$ cat config.mk
export PLATFORM = sky130hd
export DESIGN_NAME = turn_signal_scheduler
export DESIGN_NICKNAME = d
export VERILOG_FILES = /design/src/rtl/turn_signal_scheduler.sv
export SDC_FILE = /design/constraint.sdc
export NUM_CORES = 1
export LEC_CHECK = 0
export ABC_AREA = 1
export CAP_MARGIN = 0
export CORE_MARGIN = 10
export CORE_UTILIZATION = 40
export CTS_BUF_LIST = sky130_fd_sc_hd__clkbuf_16
export DETAILED_ROUTE_END_ITERATION = 10
export HOLD_SLACK_MARGIN = 0.03
export PLACE_DENSITY = 0.66
export SLEW_MARGIN = 15
export SYNTH_ARGS = -nofsm -noshare
export SYNTH_HDL_FRONTEND = slang
export SYNTH_SLANG_ARGS = --single-unit
$ cat constraint.sdc
create_clock -name clk -period 2.2 [get_ports clk]
set_clock_uncertainty 0.1 [all_clocks]
set_input_delay 0.44 -clock clk [delete_from_list [all_inputs] [get_ports clk]]
set_output_delay 0.44 -clock clk [all_outputs]
set_load 0.005 [all_outputs]
$ cat src/rtl/turn_signal_scheduler.sv
`default_nettype none
// ============================================================================
// Module   : turn_signal_scheduler
// Purpose  : Tail-light sequencer producing PWM duties for a three-lamp sweep
//            per side, with hazard/turn arbitration and a brake dim overlay.
// Revision : 1.0 - initial release
// ============================================================================
module turn_signal_scheduler #(
  parameter int          TICK_DIV = 25_000_000,
  parameter logic [7:0]  DUTY_ON  = 8'hFF,
  parameter logic [7:0]  DUTY_DIM = 8'h40
) (
  input  logic        clk,
  input  logic        reset,
  input  logic        left,
  input  logic        right,
  input  logic        hazard,
  input  logic        brake,
  output logic [23:0] duty_l,
  output logic [23:0] duty_r,
  output logic        busy,
  output logic [1:0]  side
);

  localparam int CW = (TICK_DIV > 2) ? $clog2(TICK_DIV) : 1;
  localparam logic [CW-1:0] CNT_LAST = CW'(TICK_DIV - 1);

  typedef enum logic [2:0] {
    IDLE = 3'd0,
    S1   = 3'd1,
    S2   = 3'd2,
    S3   = 3'd3,
    GAP  = 3'd4
  } state_t;

  state_t        state, state_nxt;
  logic [CW-1:0] cnt, cnt_nxt;
  logic [1:0]    mode, mode_nxt;
  logic [1:0]    lit_nxt;

  // Lamps 0..lit-1 of an active side are lit; everything else falls back to brake dim.
  function automatic logic [23:0] side_duty(input logic active, input logic [1:0] lit,
                                            input logic brk);
    logic [23:0] d;
    d = '0;
    for (int i = 0; i < 3; i++) begin
      if (active && (i < int'(lit)))
        d[i*8 +: 8] = DUTY_ON;
      else if (brk)
        d[i*8 +: 8] = DUTY_DIM;
      else
        d[i*8 +: 8] = 8'h00;
    end
    return d;
  endfunction

  always_comb begin
    state_nxt = state;
    cnt_nxt   = cnt;
    mode_nxt  = mode;
    if (state == IDLE) begin
      cnt_nxt = '0;
      if (hazard) begin
        mode_nxt  = 2'b11;
        state_nxt = S1;
      end else if (left ^ right) begin
        mode_nxt  = {left, right};
        state_nxt = S1;
      end else begin
        mode_nxt  = 2'b00;
      end
    end else if (cnt == CNT_LAST) begin
      cnt_nxt = '0;
      case (state)
        S1:      state_nxt = S2;
        S2:      state_nxt = S3;
        S3:      state_nxt = GAP;
        default: begin
          state_nxt = IDLE;
          mode_nxt  = 2'b00;
        end
      endcase
    end else begin
      cnt_nxt = cnt + 1'b1;
    end
  end

  always_comb begin
    case (state_nxt)
      S1:      lit_nxt = 2'd1;
      S2:      lit_nxt = 2'd2;
      S3:      lit_nxt = 2'd3;
      default: lit_nxt = 2'd0;
    endcase
  end

  always_ff @(posedge clk or negedge reset) begin
    if (!reset) begin
      state  <= IDLE;
      cnt    <= '0;
      mode   <= 2'b00;
      duty_l <= '0;
      duty_r <= '0;
      busy   <= 1'b0;
      side   <= 2'b00;
    end else begin
      state  <= state_nxt;
      cnt    <= cnt_nxt;
      mode   <= mode_nxt;
      duty_l <= side_duty(mode_nxt[1], lit_nxt, brake);
      duty_r <= side_duty(mode_nxt[0], lit_nxt, brake);
      busy   <= (state_nxt != IDLE);
      side   <= mode_nxt;
    end
  end

endmodule
`default_nettype wire

After elaboration in Yosys (flattened, before gate mapping)
Cells that the tools add are included.

Register bits after elaboration: 79. Bits in latches: 0. Memory bits (writable): 0. ROM bits: 0. Bits of input ports: 6. Output and inout bits: 51. Logic and storage cells: 47. Memories kept: 0.

Add/subtract/negate cells: 1. Multiply operators: 0. Div/mod/pow operators: 0. Order comparisons: 3. Equality and inequality tests: 7. Shifts and indexed selects: 0. Multiplexer cells: 20. Bitwise gates (word level): 1. Reductions and logical operators: 9.

Operators with widths (count): 25-bit two-way mux (2); 8-bit two-way mux (6); 25-bit by 1-bit adder with 25-bit output (second input constant) (1); 25-bit equality test (second input constant) (1); 3-bit by 2-bit equality test with 1-bit output (second input constant) (4); 3-bit two-way mux (4); 2-bit two-way mux (5); 3-bit one-hot mux with 3 select lines (1); 7-bit two-way mux (1); 3-bit by 1-bit equality test with 1-bit output (second input constant) (2); 1-bit logical AND (6); 2-bit one-hot mux with 3 select lines (1); 1-bit by 2-bit less-than comparator with 1-bit output (first input constant) (2); 3-bit logical NOT (1); 3-bit nonzero test (1); 3-bit OR reduction (1); 2-bit less-than comparator (first input constant) (1); 1-bit bitwise XOR (1).

Logic depth before layout (Yosys ltp)
Gate-level depths: netlist of the first run.

Word-level depth: 9. Mapped depth: 12. Depth with buffers taken out: 12.

Worst setup path before layout of the first run
Ideal clock, no wire load.

Kind: reg-to-reg. Start point: reg cnt[0]. End point: reg duty_l[14]. Arrival time: 1462 ps. Data required time: 1979 ps. Slack: 517 ps. Cell stages (with the launch flop): 13. Path buffers: 0. Cells stage by stage: dfrtp_1 -> ha_1 -> nand3_2 -> clkinv_2 -> nand2_4 -> nor2_8 -> nand2_4 -> nand2_2 -> nand2_2 -> nand2_2 -> inv_2 -> nand2_1 -> nand2_1.

Word-level cells in the longest chain between the ends: 8. Elaborated cells between the ends (all ways): 12. Classes of those cells: order compare (1); eq/ne (4); mux (6); reduce/logical (1).

RTL lines: start, declared (line 37) `logic [CW-1:0] cnt, cnt_nxt;`; start signal, assigned (line 108) `cnt <= cnt_nxt;`; 25-bit equality test (*) (line 72) `end else if (cnt == CNT_LAST) begin`; 3-bit two-way mux (line 72); 3-bit two-way mux (line 61) `if (state == IDLE) begin`; 3-bit by 2-bit equality test with 1-bit output / 3-bit by 1-bit equality test with 1-bit output (equally long branches) (line 89) `case (state_nxt)`; 2-bit one-hot mux with 3 select lines (line 89); 1-bit by 2-bit less-than comparator with 1-bit output (line 47) `if (active && (i < int'(lit)))`; 1-bit logical AND (*) (line 47); 8-bit two-way mux (*) (line 47); end signal, assigned (line 110) `duty_l <= side_duty(mode_nxt[1], lit_nxt, brake);`; end, declared (line 19) `output logic [23:0] duty_l,`.

Every way passes the cells marked *; elsewhere a longest branch is shown, timed or not.

Final worst setup path of the first run
Start point: in left. End point: reg duty_r[6].

Word-level cells in the longest chain between the ends: 9. Elaborated cells between the ends (all ways): 14. Classes of those cells: order compare (1); eq/ne (3); mux (8); bitwise (1); reduce/logical (1).

RTL lines: start, declared (line 15) `input logic left,`; 1-bit bitwise XOR (*) (line 66) `end else if (left ^ right) begin`; 3-bit two-way mux (*) (line 66); 3-bit two-way mux (*) (line 63) `if (hazard) begin`; 3-bit two-way mux (*) (line 61); named net state_nxt[0] (line 36) `state_t state, state_nxt;`; 3-bit by 2-bit equality test with 1-bit output / 3-bit by 1-bit equality test with 1-bit output (equally long branches) (line 89); 2-bit one-hot mux with 3 select lines (*) (line 89); 1-bit by 2-bit less-than comparator with 1-bit output (*) (line 47); 1-bit logical AND (*) (line 47); 8-bit two-way mux (*) (line 47); end signal, assigned (line 111) `duty_r <= side_duty(mode_nxt[0], lit_nxt, brake);`; end, declared (line 20) `output logic [23:0] duty_r,`.

Mark *: on every way through the listed nets, which the timed path passes. The rest lies on a longest branch.

==> reports/summary.txt, run 1 <==
status -> finished clean
syn avg cell area -> 8.02 um^2
count of input and output buffers -> 56
Diodes inserted -> 0
clock transition time at the flip-flop clock pins of the worst setup and hold paths -> 0.06 ns
die width -> 100 um
Post-CTS Hold Fix Bufs -> 0
top_reg_cell synth -> dfrtp_1
Synth cell types -> 31
core region area -> 6280 um^2
routability cong. -> 0.871
Slew HR -> 63.8%
Worst Tran Pin Value -> 0.543 ns
Skew-Pair Late Insertion Delay -> 0.29 ns
Post-Syn Area -> 2560 um^2
Seq/Total Area, Yosys -> 42.0%
number of synthesized flops with an enable pin -> 0
DR vias -> 2012
min-delay worst type -> input pin to asynchronous set/reset pin
Boundary Pins -> 57
first-pass GRT wire length -> 9.67 mm
Initial Util -> 40.9%
Die ar. -> 10000 um^2
initial antenna violation count -> 0
First-pass DRT Iterations -> 4
layout overhead on the synthesized area -> 21.4%
PwrDens -> 500 nW/um^2
vias in the first global route -> 1927
DRT iter0 DRCs -> 90
Layout Cells excl Fill -> 428
Post-CTS Resized -> 0
htree depth -> 2
fmax -> 520 MHz
cells on worst reg2reg path -> 10
Pins Over Slew Limit -> 0
setup TNS -> 0 ns
synthesized flop and latch total -> 43
post-route ant nets -> 0
layout filler cell count -> 609
endpoints failing hold -> 0
Ys Warns -> 0
Post-DP HPWL -> 4.55 mm
Routed Wire Length -> 5.74 mm
startpoint types -> input pin
unrepaired setup endpoints after global routing -> false
drt wl/cell -> 13.4 um
crit path time final -> 1.92 ns
Multi-input gate area -> 1040 um^2
Syn Inst Count -> 320
share of cells above drive strength 1 -> 14.0%
Max clock buf depth -> 2
RR Startpoint -> cnt[0]
Final period util -> 87.4%
GRT Util Overall -> 11.8%
total power -> 1.56 mW
Crit Path Class -> input pin to flop
Vias/cell -> 4.70
Leak -> 1.48 nW
CP startpoint -> left
GRT overflow -> 0
nets -> 359
sequential cell area -> 1080 um^2
Die Y-Extent -> 100 um
CTS root buffer -> clkbuf_16
CTS tree -> done
largest net degree at the start of global routing -> 44
Worst Path Arrival -> 1.99 ns
final setup fails -> 0
worst hold slack -> 0.111 ns
RR Endpoint -> cnt[24]
Placed Instances -> 420
Layout Utilization -> 49.6%
asr flop ratio synth -> 100%
setup bufs post-CTS -> 0
syn_nets -> 329
peak supply drop -> 292 uV
crit path cell chain -> clkdlybuf4s50_1 -> inv_1 -> ha_1 -> inv_1 -> o31ai_1 -> buf_4 -> nand3_4 -> nand2_2 -> nand2_2 -> nand2_1 -> nand2_1
Worst Setup EP -> duty_r[6]
Critical Path Max Stage Delay -> 0.48 ns
Max-Cap Viols -> 0
# rows -> 29
CP Max Fanout -> 5
CP Capture Type -> flop
critical path required time -> 2.27 ns
Reg2Reg Setup Slack -> 0.30 ns
slowest CP cell -> clkdlybuf4s50_1
Num CTS Buffers -> 5
detailed-route DRC error count -> 0
Sink Count -> 43
## per-stage QoR
stage | area, um^2 | setup WS, ns
3_3_place_gp | 2970 | 0.0326
2_1_floorplan | 2560 | 0.517
6_report | 3110 | 0.276
4_1_cts | 3110 | 0.268
3_5_place_dp | 2970 | 0.00691
5_1_grt | 3110 | 0.123
## worst min path at each step
stage                     endpoint  slack, ns   start  depth (start not counted)
after floorplan               busy       0.04   reset                          0
after global placement      cnt[0]       0.43  cnt[0]                          1
after detailed placement    cnt[0]       0.44  cnt[0]                          1
after CTS                  cnt[14]       0.14   reset                          2
after global routing       cnt[10]       0.17   reset                          2
final                      cnt[13]       0.11   reset                          2
## registers in the layout, indices dropped and copies added (netlist names)
| register | count |
|---|---|
| mode | 2 |
| cnt | 25 |
| duty_r | 6 |
| duty_l | 6 |
| busy | 1 |
| state | 3 |
## cell families (layout without fill, tap and decap cells)
logic type	Yosys count	after routing	share of synthesized area, %
AND/OR/NAND/NOR	162	162	32.0
buffers and inverters	84	115	17.6
XOR/XNOR	7	7	2.39
flip-flops	43	43	42.0
AO/OA/AOI/OAI	21	21	4.54
adder cells (fa/ha/maj)	3	3	1.46
## layout make-up
class | instances | area share (%)
flip-flops and latches | 43 | 34.6
repair buffers | 60 | 18.8
clock inverters | 3 | 0.482
inverters | 47 | 5.71
multi-input cells | 193 | 33.3
well taps | 77 | 3.09
clock buffers | 5 | 4.02
## where the power goes
group          switching (mW)  total (mW)  internal [mW]
logic                  0.0236      0.0401         0.0165
registers             0.00108       0.796          0.794
clock network           0.305       0.719          0.414
## worst max-delay path: cells and delay by family
family / cells / cell delay, ns
AOI/OAI and AO/OA: 1 / 0.22
adders and majority gates: 1 / 0.26
and+or+nand+nor: 5 / 0.36
buffers and inverters: 4 / 0.73
## cell usage after synthesis, drive strengths merged (3+ instances only)
library cell / instances / area [um^2]
a21oi: 8 / 40.0
buf: 37 / 274
dfrtp: 43 / 1080
ha: 3 / 37.5
inv: 46 / 173
nand2: 74 / 333
nand3: 17 / 113
nand4: 7 / 50.1
nor2: 46 / 229
nor3: 17 / 90.1
o21ai: 9 / 45.0
xor2: 6 / 52.6
## metal layers
metal / global-route usage, % / part of all wire (%)
met3: 2.95 / 5.5
met1: 14.7 / 44
met2: 19.1 / 49
met4: 4.46 / 1.5
met5: 0 / 0
## cells in the final DEF (no fill, tap or decap), drive strengths merged, types with 5 or more instances in the layout
cell	n
buf	5
nor3	17
dfrtp	43
nand4	7
inv	46
clkdlybuf4s50	55
xor2	6
nand2	74
nand3	17
clkbuf	5
o21ai	9
nor2	46
a21oi	8
No activity file was read; power rests on OpenSTA's default activity.
==> run 2, diff against run 1 <==
==> constraint.sdc (replaced) <==
create_clock -name clk -period 2.1 [get_ports clk]
set_clock_uncertainty 0.1 [all_clocks]
set_input_delay 0.42 -clock clk [delete_from_list [all_inputs] [get_ports clk]]
set_output_delay 0.42 -clock clk [all_outputs]
set_load 0.005 [all_outputs]
==> run 2 against run 1 <==
Effect of this change:
- critical endpoint unchanged
- first-iteration DRC count rose by 39%
- critical path depth is the same
- via count about the same
- worst hold slack worse by 0.020 ns
- critical path type unchanged
- worst setup slack got worse by 0.049 ns
- flip-flop and latch count did not move
- highest routed layer unchanged
- non-clock buffer count grew 2
- sequential share of layout area shrank 0.18 points
- die area unchanged
- cell count up 0.47%
==> reports/summary.txt, run 2 (synthesized netlist as in run 1, its figures left out) <==
peak supply drop -> 407 uV
Post-DP HPWL -> 4.57 mm
worst hold slack -> 0.0909 ns
layout overhead on the synthesized area -> 22.0%
startpoint types -> input pin
count of input and output buffers -> 56
Max-Cap Viols -> 0
min-delay worst type -> input pin to asynchronous set/reset pin
CP Max Fanout -> 5
detailed-route DRC error count -> 0
nets -> 361
GRT overflow -> 0
status -> finished clean
layout filler cell count -> 603
Post-CTS Hold Fix Bufs -> 0
Final period util -> 89.2%
PwrDens -> 518 nW/um^2
final setup fails -> 0
Die ar. -> 10000 um^2
largest net degree at the start of global routing -> 44
Worst Path Arrival -> 1.94 ns
Final Cell Area -> 3130 um^2
Routed Wire Length -> 5.75 mm
Sink Count -> 43
Layout Utilization -> 49.9%
Pins Over Slew Limit -> 0
dpl cell area -> 2990 um^2
Biggest register -> cnt
Post-CTS Resized -> 0
share of cells above drive strength 1 -> 14.2%
pre-CTS setup slack -> -0.0758 ns
critical path required time -> 2.16 ns
Initial Util -> 40.9%
First-pass DRT Iterations -> 4
DRT iter0 DRCs -> 125
Num CTS Buffers -> 5
htree depth -> 2
fmax -> 534 MHz
most frequent cells in the layout -> nand2_1 (58), clkdlybuf4s50_1 (55), inv_1 (43), dfrtp_1 (43), nor2_1 (37)
Slew HR -> 64.3%
clock transition time at the flip-flop clock pins of the worst setup and hold paths -> 0.06 ns
unrepaired setup endpoints after global routing -> false
initial antenna violation count -> 0
CTS tree -> done
setup bufs post-CTS -> 0
Die Y-Extent -> 100 um
Crit Path Class -> input pin to flop
drt wl/cell -> 13.4 um
Boundary Pins -> 57
Vias/cell -> 4.67
Max clock buf depth -> 2
DR vias -> 2010
routability cong. -> 0.884
commonest non-fill, non-tap cell in the layout -> nand2_1
Worst Tran Pin Value -> 0.536 ns
setup TNS -> 0 ns
max reg flops -> 25
vias in the first global route -> 2097
first-pass GRT wire length -> 10.1 mm
core region area -> 6280 um^2
post-route worst setup slack -> 0.228 ns
endpoints failing hold -> 0
Largest regs -> cnt: 25 flops, duty_l: 6 flops, duty_r: 6 flops
Skew-Pair Late Insertion Delay -> 0.28 ns
die width -> 100 um
CTS root buffer -> clkbuf_16
CP Capture Type -> flop
post-route ant nets -> 0
Diodes inserted -> 0
Leak -> 1.49 nW
GRT Util Overall -> 12.0%
crit path time final -> 1.87 ns
# rows -> 29
==> run 2: cell types whose count changed in the layout (fill, tap and decap cells not counted) <==
cell        before  now
inv_1           42   43
clkinvlp_4       0    1
buf_4            4    6
clkinv_2         4    2
==> run 2: metal layers <==
layer / global-route usage [%] / vias to the layer above / part of all wire (%)
met5: 0 / - / 0
met4: 4.67 / 0 / 1.7
met3: 2.20 / 9 / 4.8
met2: 20.6 / 46 / 50
met1: 14.5 / 926 / 43
li1: - / 1029 / -
==> run 2: layout make-up <==
cell class                 count  area, um^2  share of cell area (%)
sequential                    43        1080                    34.4
multi-input combinational    193        1040                    33.1
timing repair buffer          62         601                    19.2
inverter                      47         178                    5.68
clock inverter                 3        16.3                   0.520
tap                           77        96.3                    3.08
clock buffer                   5         125                    4.00
==> run 2: power by group <==
part           internal, mW  switching [mW]  total [mW]
Clock                 0.434           0.311       0.745
Sequential            0.832         0.00109       0.833
Combinational        0.0172          0.0246      0.0418
==> run 2: final timing paths <==
kind / cells past startpoint / slack, ns / end / from
worst max-delay path: 11 / 0.23 / duty_r[6] / left
worst min-delay path: 2 / 0.09 / cnt[13] / reset
worst max register to register: 10 / 0.29 / cnt[24] / cnt[1]
worst min register to register: 2 / 0.46 / cnt[0] / cnt[0]
max in group asynchronous: 2 / 1.43 / duty_r[21] / reset
min in group clk: 2 / 0.46 / cnt[0] / cnt[0]
==> run 2: worst max-delay path, cell delays in order <==
cell,delay [ns]
clkdlybuf4s50_1,0.48
inv_1,0.05
ha_1,0.26
inv_1,0.03
o31ai_1,0.18
buf_4,0.15
nand3_4,0.11
nand2_2,0.08
nand2_2,0.05
nand2_1,0.08
nand2_1,0.05
==> run 2: through the flow <==
stage	instances	power (mW)
5_1_grt	430	1.67
3_5_place_dp	422	0.893
2_1_floorplan	320	0.855
4_1_cts	430	1.63
3_3_place_gp	422	0.892
6_report	430	1.62
